<file path="src/rtl/pico_io_pkg.sv">
// Shared types and width helpers for the picoMIPS multi-channel I/O unit.
package pico_io_pkg;

    function automatic int unsigned ch_width(input int unsigned channels);
        return (channels > 1) ? $clog2(channels) : 1;
    endfunction

    function automatic int unsigned ptr_width(input int unsigned depth);
        return $clog2(depth);
    endfunction

    function automatic int unsigned cnt_width(input int unsigned depth);
        return $clog2(depth) + 1;
    endfunction

    localparam int unsigned DefaultChannels = 4;
    localparam int unsigned CH_W = ch_width(DefaultChannels);

    typedef logic [CH_W-1:0] ch_idx_t;

endpackage

</file>
<file path="src/rtl/io_fifo.sv">
// Single-clock input FIFO; a pop frees a slot for a push in the same cycle.
module io_fifo
    import pico_io_pkg::*;
#(
    parameter int unsigned N         = 8,
    parameter int unsigned FifoDepth = 4
) (
    input  logic         clk,
    input  logic         reset,
    input  logic         push,
    input  logic         pop,
    input  logic [N-1:0] wdata,
    output logic         full,
    output logic         empty,
    output logic [N-1:0] head
);

    localparam int unsigned PtrW = ptr_width(FifoDepth);
    localparam int unsigned CntW = cnt_width(FifoDepth);

    logic [N-1:0]    mem_q [FifoDepth];
    logic [PtrW-1:0] wr_ptr_q, wr_ptr_d;
    logic [PtrW-1:0] rd_ptr_q, rd_ptr_d;
    logic [CntW-1:0] count_q, count_d;
    logic            push_ok, pop_ok;

    assign full    = (count_q == CntW'(FifoDepth));
    assign empty   = (count_q == '0);
    assign head    = mem_q[rd_ptr_q];
    assign pop_ok  = pop & ~empty;
    assign push_ok = push & (~full | pop_ok);

    // Depth is a power of two, so pointers wrap by natural overflow.
    always_comb begin
        wr_ptr_d = wr_ptr_q;
        rd_ptr_d = rd_ptr_q;
        count_d  = count_q;
        if (push_ok) wr_ptr_d = wr_ptr_q + PtrW'(1);
        if (pop_ok)  rd_ptr_d = rd_ptr_q + PtrW'(1);
        if (push_ok && !pop_ok) begin
            count_d = count_q + CntW'(1);
        end else if (pop_ok && !push_ok) begin
            count_d = count_q - CntW'(1);
        end
    end

    always_ff @(posedge clk) begin
        if (reset) begin
            wr_ptr_q <= '0;
            rd_ptr_q <= '0;
            count_q  <= '0;
        end else begin
            wr_ptr_q <= wr_ptr_d;
            rd_ptr_q <= rd_ptr_d;
            count_q  <= count_d;
        end
    end

    always_ff @(posedge clk) begin
        if (push_ok) mem_q[wr_ptr_q] <= wdata;
    end

endmodule

</file>
<file path="src/rtl/pico_io_unit.sv">
// Buffered multi-channel I/O unit: input FIFOs, output holding registers, LD/ST stall logic.
// Optional PICO_IO_EDGE_DETECT_EN makes input strobes push once per rising edge.
module pico_io_unit
    import pico_io_pkg::*;
#(
    parameter int unsigned N         = 8,
    parameter int unsigned Channels  = 4,
    parameter int unsigned FifoDepth = 4
) (
    input  logic                         clk,
    input  logic                         reset,
    input  logic [Channels*N-1:0]        in_bus,
    input  logic [Channels-1:0]          in_strobe,
    input  logic [Channels-1:0]          out_ack,
    input  logic                         rd_req,
    input  logic [ch_width(Channels)-1:0] rd_ch,
    input  logic                         wr_req,
    input  logic [ch_width(Channels)-1:0] wr_ch,
    input  logic [N-1:0]                 cpu_out,
    output logic [N-1:0]                 cpu_in,
    output logic [Channels*N-1:0]        out_bus,
    output logic [Channels-1:0]          out_valid,
    output logic [Channels-1:0]          overflow,
    output logic                         halt_program
);

    localparam int unsigned ChW = ch_width(Channels);

    logic [Channels-1:0]   push, pop, full, empty;
    logic [N-1:0]          head [Channels];
    logic [Channels*N-1:0] out_bus_q, out_bus_d;
    logic [Channels-1:0]   out_valid_q, out_valid_d;
    logic [Channels-1:0]   overflow_q, overflow_d;
    logic                  rd_empty, wr_busy;

`ifdef PICO_IO_EDGE_DETECT_EN
    logic [Channels-1:0] strobe_q;

    always_ff @(posedge clk) begin
        if (reset) strobe_q <= '0;
        else       strobe_q <= in_strobe;
    end

    assign push = in_strobe & ~strobe_q;
`else
    assign push = in_strobe;
`endif

    for (genvar c = 0; c < Channels; c++) begin : g_fifo
        assign pop[c] = rd_req && (rd_ch == ChW'(c));

        io_fifo #(
            .N         (N),
            .FifoDepth (FifoDepth)
        ) u_fifo (
            .clk   (clk),
            .reset (reset),
            .push  (push[c]),
            .pop   (pop[c]),
            .wdata (in_bus[c*N +: N]),
            .full  (full[c]),
            .empty (empty[c]),
            .head  (head[c])
        );
    end

    // Out-of-range channel indices fall through as empty/occupied so the CPU stalls.
    always_comb begin
        rd_empty = 1'b1;
        wr_busy  = 1'b1;
        cpu_in   = '0;
        for (int c = 0; c < Channels; c++) begin
            if (rd_ch == ChW'(c)) begin
                rd_empty = empty[c];
                cpu_in   = empty[c] ? '0 : head[c];
            end
            if (wr_ch == ChW'(c)) wr_busy = out_valid_q[c];
        end
    end

    assign halt_program = (rd_req & rd_empty) | (wr_req & wr_busy);

    always_comb begin
        out_bus_d   = out_bus_q;
        out_valid_d = out_valid_q;
        overflow_d  = overflow_q;
        for (int c = 0; c < Channels; c++) begin
            if (wr_req && (wr_ch == ChW'(c)) && !out_valid_q[c]) begin
                out_bus_d[c*N +: N] = cpu_out;
                out_valid_d[c]      = 1'b1;
            end else if (out_ack[c]) begin
                out_valid_d[c] = 1'b0;
            end
            // A full FIFO only accepts a push when it is popped in the same cycle.
            if (push[c] && full[c] && !pop[c]) overflow_d[c] = 1'b1;
        end
    end

    always_ff @(posedge clk) begin
        if (reset) begin
            out_bus_q   <= '0;
            out_valid_q <= '0;
            overflow_q  <= '0;
        end else begin
            out_bus_q   <= out_bus_d;
            out_valid_q <= out_valid_d;
            overflow_q  <= overflow_d;
        end
    end

    assign out_bus   = out_bus_q;
    assign out_valid = out_valid_q;
    assign overflow  = overflow_q;

endmodule

</file>
<file path="config.mk">
export PLATFORM = sky130hd
export DESIGN_NAME = pico_io_unit
export DESIGN_NICKNAME = d
export VERILOG_FILES = /design/src/rtl/pico_io_pkg.sv /design/src/rtl/io_fifo.sv /design/src/rtl/pico_io_unit.sv
export SDC_FILE = /design/constraint.sdc
export NUM_CORES = 1
export LEC_CHECK = 0
export CAP_MARGIN = 15
export CELL_PAD_IN_SITES_DETAIL_PLACEMENT = 0
export CELL_PAD_IN_SITES_GLOBAL_PLACEMENT = 1
export CORE_ASPECT_RATIO = 0.75
export CORE_UTILIZATION = 49
export DETAILED_ROUTE_END_ITERATION = 12
export PLACE_DENSITY = 0.84
export SYNTH_ARGS = -nofsm -noshare
export SYNTH_HDL_FRONTEND = slang
export SYNTH_HIERARCHICAL = 1
export SYNTH_SLANG_ARGS = --single-unit
</file>
<file path="constraint.sdc">
create_clock -name clk -period 5.9 [get_ports clk]
set_input_delay 1.18 -clock clk [delete_from_list [all_inputs] [get_ports clk]]
set_output_delay 1.18 -clock clk [all_outputs]
set_load 0.05 [all_outputs]
</file>
# --- After elaboration in Yosys (flattened, before gate mapping) ---
# Memory sizes are Yosys's and may differ from the RTL's. A register that Yosys moved wholly into a read port is not among the register bits.
# Cells that the tools add are included.
classes:
  n_shift: 0
  add_sub_neg: 16
  eq_ne: 10
  mul: 0
  reduce_logical: 58
  div: 0
  n_mux: 48
  n_bitwise: 23
  n_lt_le_gt_ge: 0
ops:
  columns: ["operator", "n"]
  rows:
  - ["$mux 8", 8]
  - ["$logic_and 1x1->1", 28]
  - ["$mux 1", 24]
  - ["$mux 3", 8]
  - ["$add 2x1->2 const B", 8]
  - ["$logic_not 1->1", 16]
  - ["$mux 2", 8]
  - ["$reduce_bool 2->1", 8]
  - ["$add 3x1->3 const B", 4]
  - ["$eq 3x3->1 const B", 4]
  - ["$logic_not 3->1", 4]
  - ["$sub 3x1->3 const B", 4]
  - ["$and 1x1->1", 10]
  - ["$eq 2x2->1 const B", 4]
  - ["$not 1->1", 8]
  - ["$or 1x1->1", 5]
  - ["$eq 2x1->1 const B", 2]
  - ["$logic_not 2->1", 2]
totals:
  ff_bits: 68
  input_bits: 56
  latch_bits: 0
  elab_cells: 183
  out_inout_bits: 49
  romBits: 0
  n_memories: 4
  ramBits: 128
memory_table:
  columns: ["name", "depth", "width", "rd", "rd_clocked_by_memory_dff", "write_ports", "line", "text"]
  rows:
  - ["g_fifo[0].u_fifo.mem_q", 4, 8, 1, 1, 1, "io_fifo.sv:21", "logic [N-1:0] mem_q [FifoDepth];"]
  - ["g_fifo[1].u_fifo.mem_q", 4, 8, 1, 1, 1, "io_fifo.sv:21", null]
  - ["g_fifo[2].u_fifo.mem_q", 4, 8, 1, 1, 1, "io_fifo.sv:21", null]
  - ["g_fifo[3].u_fifo.mem_q", 4, 8, 1, 1, 1, "io_fifo.sv:21", null]

# --- Depth between registers and ports, before layout ---
logic_depth:
  word_depth: 9
  depth_mapped: 11
  depth_no_buf: 10

# --- Hierarchy ---
# Netlist, hierarchy kept.
modules_own_cells:
  columns: ["mod", "cells_each", "n_inst", "area_per_inst_um2", "seq_area_each_um2"]
  rows:
  - ["io_fifo", 90, 4, 1632.8, 1141.1]
  - ["pico_io_unit", 218, 1, 1761.7, 800.8]

# --- Least setup slack after synthesis ---
# OpenSTA, ideal clock, no wires.
synth_path:
  kind: "input port to output port"
  start: "input port rd_ch[0]"
  end: "output port cpu_in[0]"
  path_buffers: 1
  arrival_time_ns: 2.919
  slack_ns: 1.801
  t_required_ns: 4.720
  stages: 4
  cell_sequence: "buf_2 -> nor2_1 -> a22oi_1 -> o21ai_0"
synth_via:
  elab_chain_cells: 5
  word_cells_on_any_way: 8
  classes_between: "3 x eq/ne; 4 x mux; 1 x reduce/logical"
synth_lines:
  columns: ["element", "line", "text"]
  rows:
  - ["start, declared", "pico_io_unit.sv:16", "input logic [ch_width(Channels)-1:0] rd_ch,"]
  - ["$logic_not 2->1", "pico_io_unit.sv:73", "if (rd_ch == ChW'(c)) begin"]
  - ["$mux 8 (3 in a row)", "pico_io_unit.sv:73", null]
  - ["$mux 8 *", "pico_io_unit.sv:73", null]
  - ["end, declared", "pico_io_unit.sv:20", "output logic [N-1:0] cpu_in,"]
# Mark *: on every way between the ends. The rest lies on a longest branch, timed or not.

# --- Worst setup path after layout ---
layout_path:
  start: "input port rd_ch[0]"
  end: "output port cpu_in[1]"
# The elaborated chain is that of the path after synthesis.

==> qor.txt <==
outcome -> finished with violations
failing checks -> design-rule violations
Peak supply drop -> 0.000195 V
Worst Tran Pin Value -> 878 ps
DR vias -> 5019
worst r2r src -> g_fifo[3].u_fifo/count_q[0]$_SDFFE_PP0P_
FILL cells -> 1178
worst min-delay path startpoint -> out_bus[16]$_SDFFE_PP0P_
Syn Inst Count -> 578
PwrDens -> 385 nW/um^2
Core Util, Final -> 0.622
gr ovfl total -> 0
Max Cap Viol -> 0
leakage power -> 3.47 nW
Antenna Nets Post-Route -> 0
CP Data Required Time -> 4720 ps
worst-path maximum fanout -> 9
final period utilization -> 0.843
final setup fails -> 0
Placement Setup Slack -> 967 ps
Port Buffers -> 104
root buffer cell -> clkbuf_16
Post-synth EDFFs -> 128
fin. max-slew vios -> 0
Post-Route Setup TNS -> 0 ps
final net count -> 760
Placement Cell Area -> 9490 sq um
number of detailed-routing iterations run before antenna repair -> 9
final worst path period need -> 4970 ps
max_slew headroom -> 0.414
R2R Path End -> g_fifo[3].u_fifo/count_q[2]$_SDFFE_PP0P_
vias in the first global route -> 5136
commonest non-fill, non-tap cell in the layout -> edfxtp_1
Critical Path AT -> 3790 ps
fraction of layout cells with a size suffix above 1 -> 0.146
CORE AREA -> 16300 sq um
# IOs -> 105
post-synthesis sequential area ratio -> 0.647
Switching Fraction -> 0.289
commonest non-fill, non-tap cells in the layout -> edfxtp_1 (128), clkdlybuf4s50_1 (103), dfxtp_1 (76)
Distinct cells, synth -> 43
RSZ-0062 raised after global routing -> false
r2r setup slk -> 3490 ps
htree depth -> 1
post-DR vias/cell -> 5.56
Die W -> 152 um
initial DRC count -> 367
Final Hold Viols -> 0
Worst Setup SP -> rd_ch[0]
hold_ws -> 454 ps
DRC -> 8
synthesized area per cell -> 14.3 sq um
critical path class -> input port to output pin
fin worst setup slack -> 926 ps
Reg power frac -> 0.467
full die area -> 17500 sq um
Synth async-reset ratio -> 0
Yosys warning total -> 6
startpoint types -> input port
cell total after placement -> 868
CTS max path bufs -> 3
routed wire length -> 17.4 mm
DR WL/cell -> 19.3 um
DP HPWL -> 12.7 mm
Rows -> 40
post-cts resize count -> 0
Die H -> 115 um
Worst-Skew Late Latency -> 480 ps
initial core utilization -> 0.510
GP Congestion -> 0.777
WHS Endpoint -> out_bus[16]$_SDFFE_PP0P_
Post-CTS Hold Buffers -> 0
worst r2r path cells -> 8
CTS Sinks -> 204
Internal Power -> 2.77 mW
Num CTS Buffers -> 20
Total Power -> 3.89 mW
final instance area -> 10100 sq um
post-synth net total -> 658
post-CTS setup buffer count -> 0
Clock power frac -> 0.311
HP Class -> register to register
Highest Clock Rate -> 0.201 GHz
hold path cells -> 2
initial antenna violation count -> 0
#FFs+latches synth -> 204
largest net degree at the start of global routing -> 50
diodes inserted -> 0
gr usage total -> 0.206
Non-Filler Instances -> 903
combinational fraction of design power -> 0.222
Post-synth top flop -> edfxtp_1
Area Overhead vs Synth -> 22.0%
Crit. End Element -> output pin
Worst-path clk slew -> 60 ps
mapped cell area -> 8290 sq um
first-pass GRT wire length -> 27.6 mm
CTS tree -> yes
Sw Pwr -> 1.13 mW
skew final -> 8.57 ps
[final cells by class]
cell class / instances / area [sq um] / share of cell area
clock buffers: 28 / 572 / 0.0565
inverters: 18 / 67.6 / 0.00668
clock inverters: 7 / 55.1 / 0.00544
multi-input cells: 328 / 2730 / 0.270
well taps: 210 / 263 / 0.0260
repair buffers: 108 / 1070 / 0.105
flip-flops and latches: 204 / 5370 / 0.530
[power groups by stage]
stage / clock [mW] / sequential, mW / combinational, mW
after global routing: 1.29 / 1.84 / 0.937
after floorplan: 0 / 1.84 / 0.567
after detailed placement: 0 / 1.85 / 0.865
after CTS: 1.24 / 1.82 / 0.869
after global placement: 0 / 1.83 / 0.834
final: 1.21 / 1.82 / 0.863
[cell families (layout without fill, tap and decap cells)]
kind of cell               after synthesis  in the layout  share of synthesized area
and+or+nand+nor                        156            156                     0.0991
AOI/OAI and AO/OA                       87             87                     0.0665
DFF                                    204            204                      0.647
muxes                                   45             45                      0.107
adders and majority gates               24             24                     0.0398
buffers and inverters                   46            161                     0.0241
xor gates and xnor gates                16             16                     0.0169
[sequential cells by signal, summed over array words and instances (netlist names), named ones only]
name / flops
g_fifo.u_fifo/mem_q: 128
g_fifo.u_fifo/count_q: 12
overflow: 4
g_fifo.u_fifo/rd_ptr_q: 8
out_bus: 32
g_fifo.u_fifo/wr_ptr_q: 8
out_valid: 4
[worst max-delay path, cell delays in order]
cell	delay [ps]
clkdlybuf4s50_1	660
nor2b_1	670
a22oi_1	180
o21ai_0	250
clkdlybuf4s50_1	850
[per-layer routing]
layer / track usage / wire (um) / part of all wire
met1: 0.282 / 7650 / 0.44
met5: 0 / 0 / 0
met3: 0.0450 / 1390 / 0.080
met4: 0.0537 / 289 / 0.017
met2: 0.336 / 8090 / 0.46
[cells in the mapped netlist, drive strengths merged, types with 2 or more instances]
cell | instances | area [sq um]
nor3 | 4 | 20.0
dfxtp | 76 | 1520
o21ai | 12 | 60.1
nor4bb | 2 | 20.0
clkbuf | 12 | 45.0
a22oi | 15 | 113
nand2b | 12 | 75.1
mux2 | 4 | 60.1
a21boi | 4 | 45.0
a21oi | 41 | 209
fa | 4 | 80.1
o21ba | 2 | 20.0
o311ai | 4 | 35.0
mux2i | 8 | 80.1
or3 | 4 | 30.0
mux4 | 33 | 743
nor3b | 6 | 70.1
xor2 | 16 | 140
ha | 20 | 250
and2 | 16 | 120
edfxtp | 128 | 3840
nor2 | 34 | 128
inv | 18 | 67.6
o31ai | 4 | 30.0
nand4bb | 2 | 22.5
buf | 16 | 87.6
and3b | 2 | 17.5
nand2 | 68 | 255
[how the worst max path moves through the flow]
stage / to / slack (ps) / cells after the start
after floorplan: cpu_in[0] / 1800 / 4
after global routing: cpu_in[5] / 800 / 5
after CTS: cpu_in[1] / 970 / 5
final: cpu_in[1] / 930 / 5
after detailed placement: cpu_in[1] / 970 / 5
after global placement: cpu_in[6] / 1150 / 6
(Power assumes the default switching activity.)
